$ cat src/rtl/uart_tx_cfg.sv
// Runtime-configurable UART transmitter: 5..MAX_DATA_BITS data, none/even/odd parity, 1 or 2 stop bits.
// Frame settings are latched on the valid/ready accept edge; bit timing advances only on baud_tick.
module uart_tx_cfg #(
  parameter int MAX_DATA_BITS = 9,
  parameter int OVERSAMPLE    = 16
) (
  input  logic                     clk,
  input  logic                     reset,
  input  logic                     baud_tick,
  input  logic                     tx_valid,
  output logic                     tx_ready,
  input  logic [MAX_DATA_BITS-1:0] tx_data,
  input  logic [3:0]               data_bits,
  input  logic [1:0]               parity_mode,
  input  logic                     two_stop,
  output logic                     tx_out,
  output logic                     tx_busy,
  output logic                     frame_done
);
  localparam int SCW = $clog2(OVERSAMPLE);
  localparam int BIW = $clog2(MAX_DATA_BITS);
  localparam int NBW = $clog2(MAX_DATA_BITS + 1);

  typedef enum logic [2:0] {S_IDLE, S_START, S_DATA, S_PARITY, S_STOP} state_e;

  state_e                   state_q;
  logic [SCW-1:0]           sample_cnt_q;
  logic [BIW-1:0]           bit_idx_q;
  logic                     stop_cnt_q;
  logic [MAX_DATA_BITS-1:0] data_q;
  logic [NBW-1:0]           nbits_q;
  logic [1:0]               pmode_q;
  logic                     two_stop_q;
  logic                     tx_out_q;
  logic                     tx_busy_q;
  logic                     frame_done_q;

  logic [NBW-1:0] nbits_d;
  logic [BIW-1:0] bit_nxt;
  logic           par_bit;
  logic           par_en;
  logic           bit_end;
  logic           last_bit;

  always_comb begin
    nbits_d = NBW'(MAX_DATA_BITS);
    if (32'(data_bits) < 32'd5) begin
      nbits_d = NBW'(5);
    end else if (32'(data_bits) <= 32'(MAX_DATA_BITS)) begin
      nbits_d = NBW'(data_bits);
    end
  end

  // Odd parity starts from 1, even from 0; only the effective bits contribute.
  always_comb begin
    par_bit = pmode_q[1];
    for (int i = 0; i < MAX_DATA_BITS; i++) begin
      if (i < int'(nbits_q)) begin
        par_bit = par_bit ^ data_q[i];
      end
    end
  end

  assign par_en   = (pmode_q == 2'b01) || (pmode_q == 2'b10);
  assign bit_end  = baud_tick && (sample_cnt_q == SCW'(OVERSAMPLE - 1));
  assign bit_nxt  = bit_idx_q + 1'b1;
  assign last_bit = (32'(bit_idx_q) + 32'd1) == 32'(nbits_q);

  always_ff @(posedge clk) begin
    frame_done_q <= 1'b0;
    if (reset) begin
      state_q      <= S_IDLE;
      sample_cnt_q <= '0;
      bit_idx_q    <= '0;
      stop_cnt_q   <= 1'b0;
      data_q       <= '0;
      nbits_q      <= '0;
      pmode_q      <= 2'b00;
      two_stop_q   <= 1'b0;
      tx_out_q     <= 1'b1;
      tx_busy_q    <= 1'b0;
    end else if (state_q == S_IDLE) begin
      if (tx_valid) begin
        data_q       <= tx_data;
        nbits_q      <= nbits_d;
        pmode_q      <= parity_mode;
        two_stop_q   <= two_stop;
        sample_cnt_q <= '0;
        bit_idx_q    <= '0;
        stop_cnt_q   <= 1'b0;
        state_q      <= S_START;
        tx_out_q     <= 1'b0;
        tx_busy_q    <= 1'b1;
      end
    end else if (baud_tick) begin
      if (!bit_end) begin
        sample_cnt_q <= sample_cnt_q + 1'b1;
      end else begin
        sample_cnt_q <= '0;
        case (state_q)
          S_START: begin
            state_q   <= S_DATA;
            bit_idx_q <= '0;
            tx_out_q  <= data_q[0];
          end
          S_DATA: begin
            if (!last_bit) begin
              bit_idx_q <= bit_nxt;
              tx_out_q  <= data_q[bit_nxt];
            end else if (par_en) begin
              state_q  <= S_PARITY;
              tx_out_q <= par_bit;
            end else begin
              state_q    <= S_STOP;
              stop_cnt_q <= 1'b0;
              tx_out_q   <= 1'b1;
            end
          end
          S_PARITY: begin
            state_q    <= S_STOP;
            stop_cnt_q <= 1'b0;
            tx_out_q   <= 1'b1;
          end
          S_STOP: begin
            if (stop_cnt_q == two_stop_q) begin
              state_q      <= S_IDLE;
              tx_busy_q    <= 1'b0;
              frame_done_q <= 1'b1;
            end else begin
              stop_cnt_q <= 1'b1;
            end
          end
          default: state_q <= S_IDLE;
        endcase
      end
    end
  end

  assign tx_ready   = (state_q == S_IDLE) && !reset;
  assign tx_out     = tx_out_q;
  assign tx_busy    = tx_busy_q;
  assign frame_done = frame_done_q;

endmodule

$ cat config.mk
export PLATFORM = sky130hd
export DESIGN_NAME = uart_tx_cfg
export DESIGN_NICKNAME = d
export VERILOG_FILES = /design/src/rtl/uart_tx_cfg.sv
export SDC_FILE = /design/constraint.sdc
export NUM_CORES = 1
export LEC_CHECK = 0
export ABC_AREA = 1
export CELL_PAD_IN_SITES_DETAIL_PLACEMENT = 1
export CELL_PAD_IN_SITES_GLOBAL_PLACEMENT = 1
export CORE_UTILIZATION = 35
export CTS_BUF_LIST = sky130_fd_sc_hd__clkbuf_4 sky130_fd_sc_hd__clkbuf_8
export CTS_CLUSTER_SIZE = 24
export DETAILED_ROUTE_END_ITERATION = 8
export PLACE_DENSITY_LB_ADDON = 0.25
export SLEW_MARGIN = 20
export SYNTH_ARGS = -nofsm -noshare
export SYNTH_HDL_FRONTEND = slang
export SYNTH_SLANG_ARGS = --single-unit
$ cat constraint.sdc
create_clock -name clk -period 2.02 [get_ports clk]
set_clock_uncertainty 0.2 [all_clocks]
set_input_delay 0.303 -clock clk [delete_from_list [all_inputs] [get_ports clk]]
set_output_delay 0.303 -clock clk [all_outputs]
set_load 0.02 [all_outputs]
==> impl_metrics.py <==
metrics = {
    "routing": {
        "detailroute.via_count": 1873,
        "number_of_drc_violations_after_detailed_routing": 0,
        "avgRoutedWirePerCell_um": 13.4,
        "drt_wl_total_um": 5230,
        "routed_via_density": 4.81,
        "drt_first_pass_iters": 4,
        "final_antenna_net_count": 0,
        "drt_iter0_drc": 62,
    },
    "place": {
        "globalplace.congestion": 0.816,
        "dp.final_hpwl_um": 4020,
        "placement.io_buffers": 23,
        "postPlaceCellArea_sq_mm": 0.00223,
        "placed_cells": 375,
    },
    "floorplan": {
        "start_util": 0.362,
        "die_h_um": 74.6,
        "die_w_um": 74.6,
        "core-area_sq_mm": 0.00511,
        "placement_rows": 26,
        "io_pins": 24,
        "fp.dieArea_sq_mm": 0.00557,
    },
    "clocking": {
        "ctsLongestPathBuffers": 2,
        "clkTransAtPathRegs_ns": 0.07,
        "clock_sinks": 31,
        "htree_num_levels": 2,
        "clock_tree_from_tritoncts": "yes",
        "insertion_delay_ns": 0.28,
        "cts_buffers": 5,
        "clock-root-buffer": "clkbuf_8",
    },
    "final_layout": {
        "areaGrowthSynthToFinish_pct": 33.7,
        "final_core_utilization": 0.484,
        "finish.instance_area_sq_mm": 0.00247,
        "finish.cell_count_without_fillers": 389,
        "drive_gt1_frac": 0.191,
        "antenna_cells": 0,
        "finish.net_count": 340,
        "n_fill_cell": 678,
    },
    "timing": {
        "slew_margin_rel": 0.661,
        "minimum_clock_period_ns": 1.95,
        "finalHoldViolations": 0,
        "max_freq_mhz": 513,
        "timing_worst_slew_pin_value_ns": 0.508,
        "setup_viol_count_final": 0,
        "fin_hold_ws_ns": 0.281,
        "rsz0062_at_grt": "true",
        "post-route-period-util": 0.964,
        "slew_violations": 0,
    },
    "setup_path": {
        "r2r_start": "bit_idx_q[0]",
        "worst-r2r-cell-count": 9,
        "endpoint_kind": "flip-flop",
        "timing.critical_path.from": "bit_idx_q[0]",
        "reg2reg_slack_ns": 0.07,
        "crit_path_end": "bit_idx_q[0]",
        "cp_max_fo": 5,
        "startpoint_type": "flip-flop",
        "cp.required_ns": 1.99,
        "worst-setup-path-type": "flip-flop to flip-flop",
        "cp.arrival_ns": 1.92,
        "timing.rr.end": "bit_idx_q[0]",
    },
    "yosys": {
        "ys_top_cells_by_area": "dfxtp_1, nand2_1, a21oi_1, nor2_1, inv_1",
        "synthesized_area_divided_by_synthesized_cell_count_sq_um": 6.69,
        "synth_nets": 298,
        "synth_seq_area_share": 0.336,
        "synth.largest_area_cell": "dfxtp_1",
        "synthesis.instances": 276,
        "mappedNetlistArea_sq_mm": 0.00185,
        "synthDistinctLibCells": 33,
        "ys_seq_elements": 31,
        "yosysTopAreaCellShare": 0.336,
        "yosys_warnings": 0,
    },
    "power": {
        "vdd.ir_drop.worst_v": 0.000513,
        "p_leak_nw": 1.08,
        "totalPowerFinal_mw": 3.26,
        "power_per_cell_area_mw_per_mm2": 1320,
    },
    "hold_path": {
        "worst_hold_path_type": "flip-flop to flip-flop",
    },
    "global_route": {
        "first_global_vias": 1794,
        "gr-total-overflow": 0,
        "use_met1": 0.257,
        "globalRouteMet3Util": 0.0361,
        "antenna_found_initial": 0,
        "met2_usage_in_global_routing": 0.359,
        "grt_max_degree": 28,
        "globalRouteTotalUtil": 0.206,
        "grt-busiest-layer": "met2",
        "grt_first_pass_wirelength_um": 8590,
    },
    "run_status": {
        "run_status": "completed",
    },
    "flow_run": {
        "drv.max_cap_violation_count": 0,
    },
}
==> cell usage in the layout (no fill, tap or decap), types with 2 or more instances in the layout <==
master	synthesis	layout
o21ai_1	4	5
nor2_2	2	4
nand3_4	2	2
nand2_2	3	6
a31oi_1	2	2
buf_4	0	17
nand2_1	65	62
nor2_1	32	30
nand2_4	4	4
xor2_2	1	2
o21ai_0	16	15
clkdlybuf4s50_1	0	22
xor2_1	6	5
dfxtp_2	0	7
nand4_1	2	2
o31ai_1	2	2
nor3_1	2	2
clkbuf_8	0	5
bufinv_16	0	2
inv_2	2	2
nand3_1	22	22
dfxtp_1	31	24
xnor2_2	0	2
a21oi_1	28	28
inv_1	30	30
==> report_power, final <==
| part | leakage (nW) | internal, mW | switching, mW | total, mW |
|---|---|---|---|---|
| clock network | 0.0688 | 0.507 | 0.243 | 0.750 |
| logic | 0.755 | 0.657 | 0.928 | 1.59 |
| registers | 0.257 | 0.774 | 0.154 | 0.927 |
==> how the worst min path moves through the flow <==
| stage | startpoint | endpoint | slack [ns] | depth (start not counted) |
|---|---|---|---|---|
| floorplan | data_q[7] | data_q[7] | 0.24 | 2 |
| global placement | stop_cnt_q | stop_cnt_q | 0.27 | 2 |
| detailed placement | pmode_q[0] | pmode_q[0] | 0.28 | 2 |
| CTS | pmode_q[0] | pmode_q[0] | 0.29 | 2 |
| global route | pmode_q[0] | pmode_q[0] | 0.31 | 2 |
| finish | pmode_q[0] | pmode_q[0] | 0.28 | 2 |
==> metrics by stage <==
stage	setup TNS [ns]	setup slack, ns
floorplan	0	0.281
global placement	-0.000316	-0.000316
detailed placement	-0.0868	-0.0269
CTS	0	0.0337
global route	-0.171	-0.0395
finish	0	0.0724
==> synthesized netlist by cell type <==
master and number:
a211oi_1 1, a21oi_1 28, a21oi_2 1, a31oi_1 2, and3_1 1, buf_1 1, buf_2 2, bufinv_8 1
clkbuf_1 3, dfxtp_1 31, ha_1 2, inv_1 30, inv_2 2, inv_6 1, nand2_1 65, nand2_2 3
nand2_4 4, nand3_1 22, nand3_4 2, nand4_1 2, nor2_1 32, nor2_2 2, nor2_4 1, nor3_1 2
nor3_2 1, nor4_1 1, o2111ai_1 1, o21ai_0 16, o21ai_1 4, o31ai_1 2, xnor2_1 3, xor2_1 6
xor2_2 1
==> sequential cells by signal, indices dropped and copies added, names as in the netlist <==
| name | cells |
|---|---|
| pmode_q | 2 |
| stop_cnt_q | 1 |
| state_q | 3 |
| two_stop_q | 1 |
| sample_cnt_q | 4 |
| tx_out | 1 |
| tx_busy | 1 |
| frame_done | 1 |
| data_q | 9 |
| nbits_q | 4 |
| bit_idx_q | 4 |
==> layout make-up <==
type                            instances  area (sq um)  area share
Clock buffer                            6          76.3      0.0309
Clock inverter                          2          60.1      0.0243
Inverter                               34           146      0.0593
Multi-Input combinational cell        205          1100       0.446
Sequential cell                        31           629       0.255
Tap cell                               70          87.6      0.0355
Timing Repair Buffer                   41           368       0.149
==> per-layer routing <==
layer,wire (um),vias to the layer above
li1,-,973
met1,2360,872
met2,2640,22
met3,152,6
met4,74,0
met5,0,-
==> cell families (layout without fill, tap and decap cells) <==
kind of cell	Yosys count	count (layout)	synth area share
AO/OA/AOI/OAI	55	55	0.159
XOR/XNOR	10	10	0.0515
adder cells (fa/ha/maj)	2	2	0.0135
AND/OR/NAND/NOR	138	138	0.348
buffers and inverters	40	83	0.0928
flip-flops	31	31	0.336
==> repair_timing <==
action	in CTS	in global routing
hold buffers	0	0
resized for setup	1	19
buffers inserted	0	6
pin swaps	0	4
endpoints found under the setup margin	1	9
hold endpoints to repair	0	0
==> worst max-delay path: stages (launching register included) <==
cell and delay [ns]:
dfxtp_2 0.34, ha_4 0.28, xnor2_2 0.11, nand3_1 0.11
nor3_2 0.26, nand3_1 0.15, nand2_2 0.15, inv_2 0.08
o21ai_1 0.11, nor2_1 0.05
Power figures use the tool's default switching activity.
